File: src/rtl/ai_frame_monitor.sv
// ai_frame_monitor
//
// Checks one inbound feature frame per init strobe. Three checks run on it:
//   - CRC-8 (poly 0x07, init 0x00, MSB first, no reflection, no output XOR)
//     over every bit of every accepted beat, compared with the CRC that
//     arrives alongside the last beat;
//   - the accepted beat count, compared with EXP_WORDS;
//   - an inter-beat watchdog that gives up after TIMEOUT idle RUN cycles.
// The results are reported as single-cycle registered pulses, which the
// downstream sticky status block latches.
//
// Ports
//   clk         system clock, rising edge
//   rst         asynchronous active-high reset
//   init_i      start (or restart) of a frame
//   in_valid_i  data beat qualifier
//   in_data_i   data beat, DATA_W bits
//   in_last_i   final beat of the frame, qualified by in_valid_i
//   crc_in_i    transmitted CRC, sampled with the last beat
//   busy_o      high while a frame is open (state is not IDLE)
//   done_o      one-cycle pulse when a frame closes through CHECK
//   crc_err_o   one-cycle pulse on CRC mismatch
//   nde_err_o   one-cycle pulse when the beat count differs from EXP_WORDS
//   tmr_err_o   one-cycle pulse on watchdog expiry
//   word_cnt_o  beats accepted in the current or most recent frame
//
// TIMEOUT must be at least 2.
module ai_frame_monitor #(
  parameter int DATA_W    = 8,
  parameter int EXP_WORDS = 64,
  parameter int TIMEOUT   = 100000,
  parameter int CNT_W     = 16
) (
  input  logic              clk,
  input  logic              rst,
  input  logic              init_i,
  input  logic              in_valid_i,
  input  logic [DATA_W-1:0] in_data_i,
  input  logic              in_last_i,
  input  logic [7:0]        crc_in_i,
  output logic              busy_o,
  output logic              done_o,
  output logic              crc_err_o,
  output logic              nde_err_o,
  output logic              tmr_err_o,
  output logic [CNT_W-1:0]  word_cnt_o
);

  // The watchdog is CNT_W bits wide, but it is made wider whenever TIMEOUT
  // does not fit in CNT_W bits; otherwise the watchdog could never expire.
  localparam int WD_W = (CNT_W > $clog2(TIMEOUT + 1)) ? CNT_W : $clog2(TIMEOUT + 1);
  localparam logic [WD_W-1:0]  WD_LAST = WD_W'(TIMEOUT - 1);
  localparam logic [CNT_W-1:0] EXP_CNT = CNT_W'(EXP_WORDS);

  typedef enum logic [1:0] {
    IDLE  = 2'd0,
    RUN   = 2'd1,
    CHECK = 2'd2
  } state_e;

  state_e           state_q, state_d;
  logic [7:0]       crc_q, crc_d;
  logic [7:0]       crc_rx_q, crc_rx_d;
  logic [CNT_W-1:0] word_cnt_q, word_cnt_d;
  logic [WD_W-1:0]  wdog_q, wdog_d;
  logic             done_q, done_d;
  logic             crc_err_q, crc_err_d;
  logic             nde_err_q, nde_err_d;
  logic             tmr_err_q, tmr_err_d;

  // Shift-register form of CRC-8/0x07. The whole beat is folded in within
  // one cycle, starting with the MSB.
  function automatic logic [7:0] crc8_step(input logic [7:0] crc,
                                           input logic [DATA_W-1:0] data);
    logic [7:0] c;
    c = crc;
    for (int i = DATA_W - 1; i >= 0; i--) begin
      if (c[7] ^ data[i]) c = {c[6:0], 1'b0} ^ 8'h07;
      else                c = {c[6:0], 1'b0};
    end
    return c;
  endfunction

  always_comb begin
    // NOTE: every signal driven here gets a default first. Then no path
    // leaves a signal unassigned, so no latch is inferred.
    state_d    = state_q;
    crc_d      = crc_q;
    crc_rx_d   = crc_rx_q;
    word_cnt_d = word_cnt_q;
    wdog_d     = wdog_q;
    done_d     = 1'b0;
    crc_err_d  = 1'b0;
    nde_err_d  = 1'b0;
    tmr_err_d  = 1'b0;

    unique case (state_q)
      IDLE: begin
        // A beat in the same cycle as init is ignored. So are all beats
        // outside a frame.
        if (init_i) begin
          state_d    = RUN;
          crc_d      = 8'h00;
          word_cnt_d = '0;
          wdog_d     = '0;
        end
      end

      RUN: begin
        if (init_i) begin
          // Restart: init takes priority over a beat in the same cycle,
          // and that beat is discarded.
          crc_d      = 8'h00;
          word_cnt_d = '0;
          wdog_d     = '0;
        end else if (in_valid_i) begin
          crc_d  = crc8_step(crc_q, in_data_i);
          wdog_d = '0;
          if (word_cnt_q != '1) word_cnt_d = word_cnt_q + CNT_W'(1);
          if (in_last_i) begin
            crc_rx_d = crc_in_i;
            state_d  = CHECK;
          end
        end else if (wdog_q == WD_LAST) begin
          // This idle cycle takes the watchdog to TIMEOUT.
          wdog_d    = wdog_q + WD_W'(1);
          tmr_err_d = 1'b1;
          state_d   = IDLE;
        end else begin
          wdog_d = wdog_q + WD_W'(1);
        end
      end

      CHECK: begin
        done_d    = 1'b1;
        crc_err_d = (crc_q != crc_rx_q);
        nde_err_d = (word_cnt_q != EXP_CNT);
        state_d   = IDLE;
      end

      default: state_d = IDLE;
    endcase
  end

  // NOTE: state uses non-blocking assignments. Every register then samples
  // the values from before the edge, however the blocks are ordered.
  always_ff @(posedge clk or posedge rst) begin
    if (rst) begin
      state_q    <= IDLE;
      crc_q      <= 8'h00;
      crc_rx_q   <= 8'h00;
      word_cnt_q <= '0;
      wdog_q     <= '0;
      done_q     <= 1'b0;
      crc_err_q  <= 1'b0;
      nde_err_q  <= 1'b0;
      tmr_err_q  <= 1'b0;
    end else begin
      state_q    <= state_d;
      crc_q      <= crc_d;
      crc_rx_q   <= crc_rx_d;
      word_cnt_q <= word_cnt_d;
      wdog_q     <= wdog_d;
      done_q     <= done_d;
      crc_err_q  <= crc_err_d;
      nde_err_q  <= nde_err_d;
      tmr_err_q  <= tmr_err_d;
    end
  end

  assign busy_o     = (state_q != IDLE);
  assign done_o     = done_q;
  assign crc_err_o  = crc_err_q;
  assign nde_err_o  = nde_err_q;
  assign tmr_err_o  = tmr_err_q;
  assign word_cnt_o = word_cnt_q;

endmodule

File: config.mk
export PLATFORM = sky130hd
export DESIGN_NAME = ai_frame_monitor
export DESIGN_NICKNAME = d
export VERILOG_FILES = /design/src/rtl/ai_frame_monitor.sv
export SDC_FILE = /design/constraint.sdc
export NUM_CORES = 1
export LEC_CHECK = 0
export CELL_PAD_IN_SITES_DETAIL_PLACEMENT = 0
export CELL_PAD_IN_SITES_GLOBAL_PLACEMENT = 1
export CORE_ASPECT_RATIO = 2
export CORE_UTILIZATION = 43
export DETAILED_ROUTE_END_ITERATION = 6
export GPL_TIMING_DRIVEN = 0
export HOLD_SLACK_MARGIN = 0.06
export PLACE_DENSITY_LB_ADDON = 0.1
export SYNTH_ARGS = -nofsm -noshare
export SYNTH_HDL_FRONTEND = slang
export SYNTH_SLANG_ARGS = --single-unit
export TNS_END_PERCENT = 1
File: constraint.sdc
create_clock -name clk -period 2.1 [get_ports clk]
set_input_delay 0.21 -clock clk [delete_from_list [all_inputs] [get_ports clk]]
set_output_delay 0.21 -clock clk [all_outputs]
set_load 0.02 [all_outputs]
==> results.md <==
* Power density over the cells at 790 nW/um^2
* WP data arrival at 2.17 ns
* Status: finished clean
* Combinational Power Share at 27.1%
* Ant diodes at 0
* Most frequent cells after synthesis: 55 x dfrtp_1, 31 x nand2_1, 15 x xor2_1, 14 x xnor2_1, 13 x a21oi_1
* Max Fanout on Critical Path at 7
* Largest net degree at the start of global routing at 33
* Period utilisation layout at 92.6%
* Mean routed wirelength per cell at 17.9 um
* Clock Tree Buf Depth at 2
* Max Cap Viol at 0
* Top-count cell post-synth: dfrtp_1
* Die H at 124 um
* Post-Syn Instances at 308
* Fmax at 0.514 GHz
* Die Wd at 63.0 um
* Area growth syn-to-layout at 22.0%
* Hold Fails Final Rpt at 0
* Post-synth cell types at 58
* Slew Limit Fails at 0
* Drt total wl at 8050 um
* Multi-input logic area at 1720 um^2
* Vias/cell at 5.70
* Crit path largest cell delay at 0.45 ns
* Fin Hold WS at 0.277 ns
* Leakage power at 0.00161 uW
* Predominant post-synthesis flop cell: dfrtp_1
* Gr ovfl total at 0
* Clk pin slew, worst setup/hold paths at 0.07 ns
* Remaining antenna violation count after routing at 0
* Die ar. at 7800 um^2
* Clock sink count at 55
* Post-synthesis net count at 332
* I/O pins at 42
* Hold Crit Class: input pin to asynchronous set/reset pin
* Flop and latch count out of synthesis at 55
* Initial DRC count at 119
* Area leader, netlist: dfrtp_1
* Clk pwr share at 30.9%
* Worst skew pair latency at 0.30 ns
* CP Launch Type: flop
* Worst path top cell family by delay: simple AND/OR/NAND/NOR gates
* Filler cells at 687
* Worst path required time at 2.32 ns
* Mapped Area at 3200 um^2
* Post-route setup TNS at 0 ns
* Bufs and invs on worst path at 1
* Port bufs at 40
* Number of synthesized flops with an enable pin at 0
* RSZ-0062 raised after global routing: no
* # setup viols final at 0
* Num rows at 44
* Area share of the largest cell type after synthesis at 43.1%
* DP HPWL at 6190 um
* Worst vdd ir at 0.000532 V
* Residual DRC at 0
* Slew @ Worst Pin at 0.674 ns
* Switching Fraction at 29.0%
* Nets@finish at 380
* Routed vias at 2559
* CTS tree: yes
* Seq pwr share at 42.0%
* Post-CTS Setup Inserts at 0
* Kind of critical path: flop to flop
* Top post-synthesis cells by area: dfrtp_1 43%, xor2_1 4.1%, xnor2_1 3.8%
* Min Tclk post-route at 1.94 ns
* First-pass GRT wire length at 13100 um
* Post-CTS sizing at 0
* Async set-reset flop share out of synthesis at 100%
* Synth warnings at 0
* Num CTS Buffers at 5
* Sequential cell area at 1380 um^2
* Vias in the first global route at 2604
* Slew headroom at 54.9%
* Setup skew after layout at 0.00900 ns
* Core Footprint at 7210 um^2
* Cells along the critical path: ha_1 > and4_2 > and4_4 > buf_6 > nor4_1 > mux2i_1
* Drt pass-1 iters at 4
* Register area share after synthesis at 43.1%
* Syn avg cell area at 10.4 um^2
* Worst Setup End Kind: flop
* CP max-delay cell: nor4_1
* Initial antenna violation count at 0
* P_sw at 894 uW
* Gp weighted congestion at 0.769
* Initial Util at 44.3%
* Hold buffer count at CTS at 0
* Clock Tree Root: clkbuf_16
* All-layer global routing usage at 22.5%
* H-tree Lvls at 2
* Layout cells sized above 1 at 12.3%
* Internal power at 2190 uW
-- area by class of cell --
| class | instances | area share [%] |
|---|---|---|
| Buffer | 11 | 1.67 |
| Clock inverter | 3 | 1.12 |
| Clock buffer | 5 | 3.21 |
| Timing Repair Buffer | 41 | 10.8 |
| Multi-Input combinational cell | 232 | 44.0 |
| Sequential cell | 55 | 35.3 |
| Tap cell | 92 | 2.95 |
| Inverter | 10 | 0.962 |
-- placed cells by master (no fill, tap or decap), types with 4 or more instances in the layout --
cell type,netlist,final
clkdlybuf4s50_1,0,40
mux2i_1,8,8
clkbuf_1,7,7
and3_1,6,6
a31oi_1,4,4
nand3_1,8,8
nand4_1,7,7
nor2_1,11,11
xnor2_1,14,14
or2_2,7,7
nor4b_1,5,5
a21oi_1,13,13
dfrtp_1,55,55
xor2_1,15,15
o21ai_0,10,10
or3_1,8,8
inv_1,10,9
nor4_1,12,12
clkbuf_16,0,5
xnor3_1,5,5
mux2_2,8,8
nand2_1,31,31
-- per-layer routing --
metal,GRT usage (%),vias up,share of wire (%)
li1,-,1220,-
met4,11.5,0,3.3
met3,2.93,18,1.9
met1,21.8,1276,36
met2,45.1,45,59
met5,0,-,0
-- registers in the layout, indices dropped and copies added (netlist names) --
name / cells
crc_err_o: 1
crc_q: 8
crc_rx_q: 8
done_o: 1
nde_err_o: 1
state_q: 2
tmr_err_o: 1
wdog_q: 17
word_cnt_o: 16
-- final timing paths --
kind                                           startpoint                          to  slack (ns)  cells past startpoint
max in group asynchronous                             rst        crc_q[7]$_DFFE_PP0P_        1.26                      3
worst min-delay path                                  rst       wdog_q[1]$_DFFE_PP0P_        0.28                      2
worst min register to register    crc_rx_q[5]$_DFFE_PP0P_     crc_rx_q[5]$_DFFE_PP0P_        0.53                      1
min in group clk                                   init_i      state_q[0]$_DFFE_PP0P_        0.43                      3
worst max-delay path            word_cnt_o[0]$_DFFE_PP0P_  word_cnt_o[12]$_DFFE_PP0P_        0.16                      6
worst max register to register  word_cnt_o[0]$_DFFE_PP0P_  word_cnt_o[12]$_DFFE_PP0P_        0.16                      6
-- power groups by stage --
| stage | clock network, uW | registers, uW | logic (uW) |
|---|---|---|---|
| global placement | 0 | 1310 | 824 |
| global route | 1020 | 1310 | 908 |
| floorplan | 0 | 1300 | 647 |
| finish | 953 | 1290 | 837 |
| detailed placement | 0 | 1320 | 843 |
| CTS | 988 | 1300 | 849 |
-- cell families (layout without fill, tap and decap cells) --
group | Yosys count | count (layout) | synth area share, %
flip-flops | 55 | 55 | 43.1
buffers and inverters | 21 | 70 | 3.21
adder cells (fa/ha/maj) | 3 | 3 | 1.17
XOR/XNOR | 36 | 36 | 12.5
AO/OA/AOI/OAI | 54 | 54 | 11.8
multiplexers | 16 | 16 | 5.32
AND/OR/NAND/NOR | 123 | 123 | 22.9
-- metrics by stage --
| stage | power (uW) | utilization [%] | instance area [um^2] | instances | setup slack [ns] |
|---|---|---|---|---|---|
| final | 3080 | 54.1 | 3900 | 449 | 0.156 |
| after floorplan | 1940 | - | 3200 | 308 | 0.229 |
| after CTS | 3130 | 54.1 | 3900 | 449 | 0.136 |
| after global routing | 3240 | 54.1 | 3900 | 449 | 0.0612 |
| after global placement | 2140 | 51.5 | 3710 | 440 | -0.581 |
| after detailed placement | 2160 | 51.8 | 3730 | 441 | -0.0580 |
(Power assumes the default switching activity.)
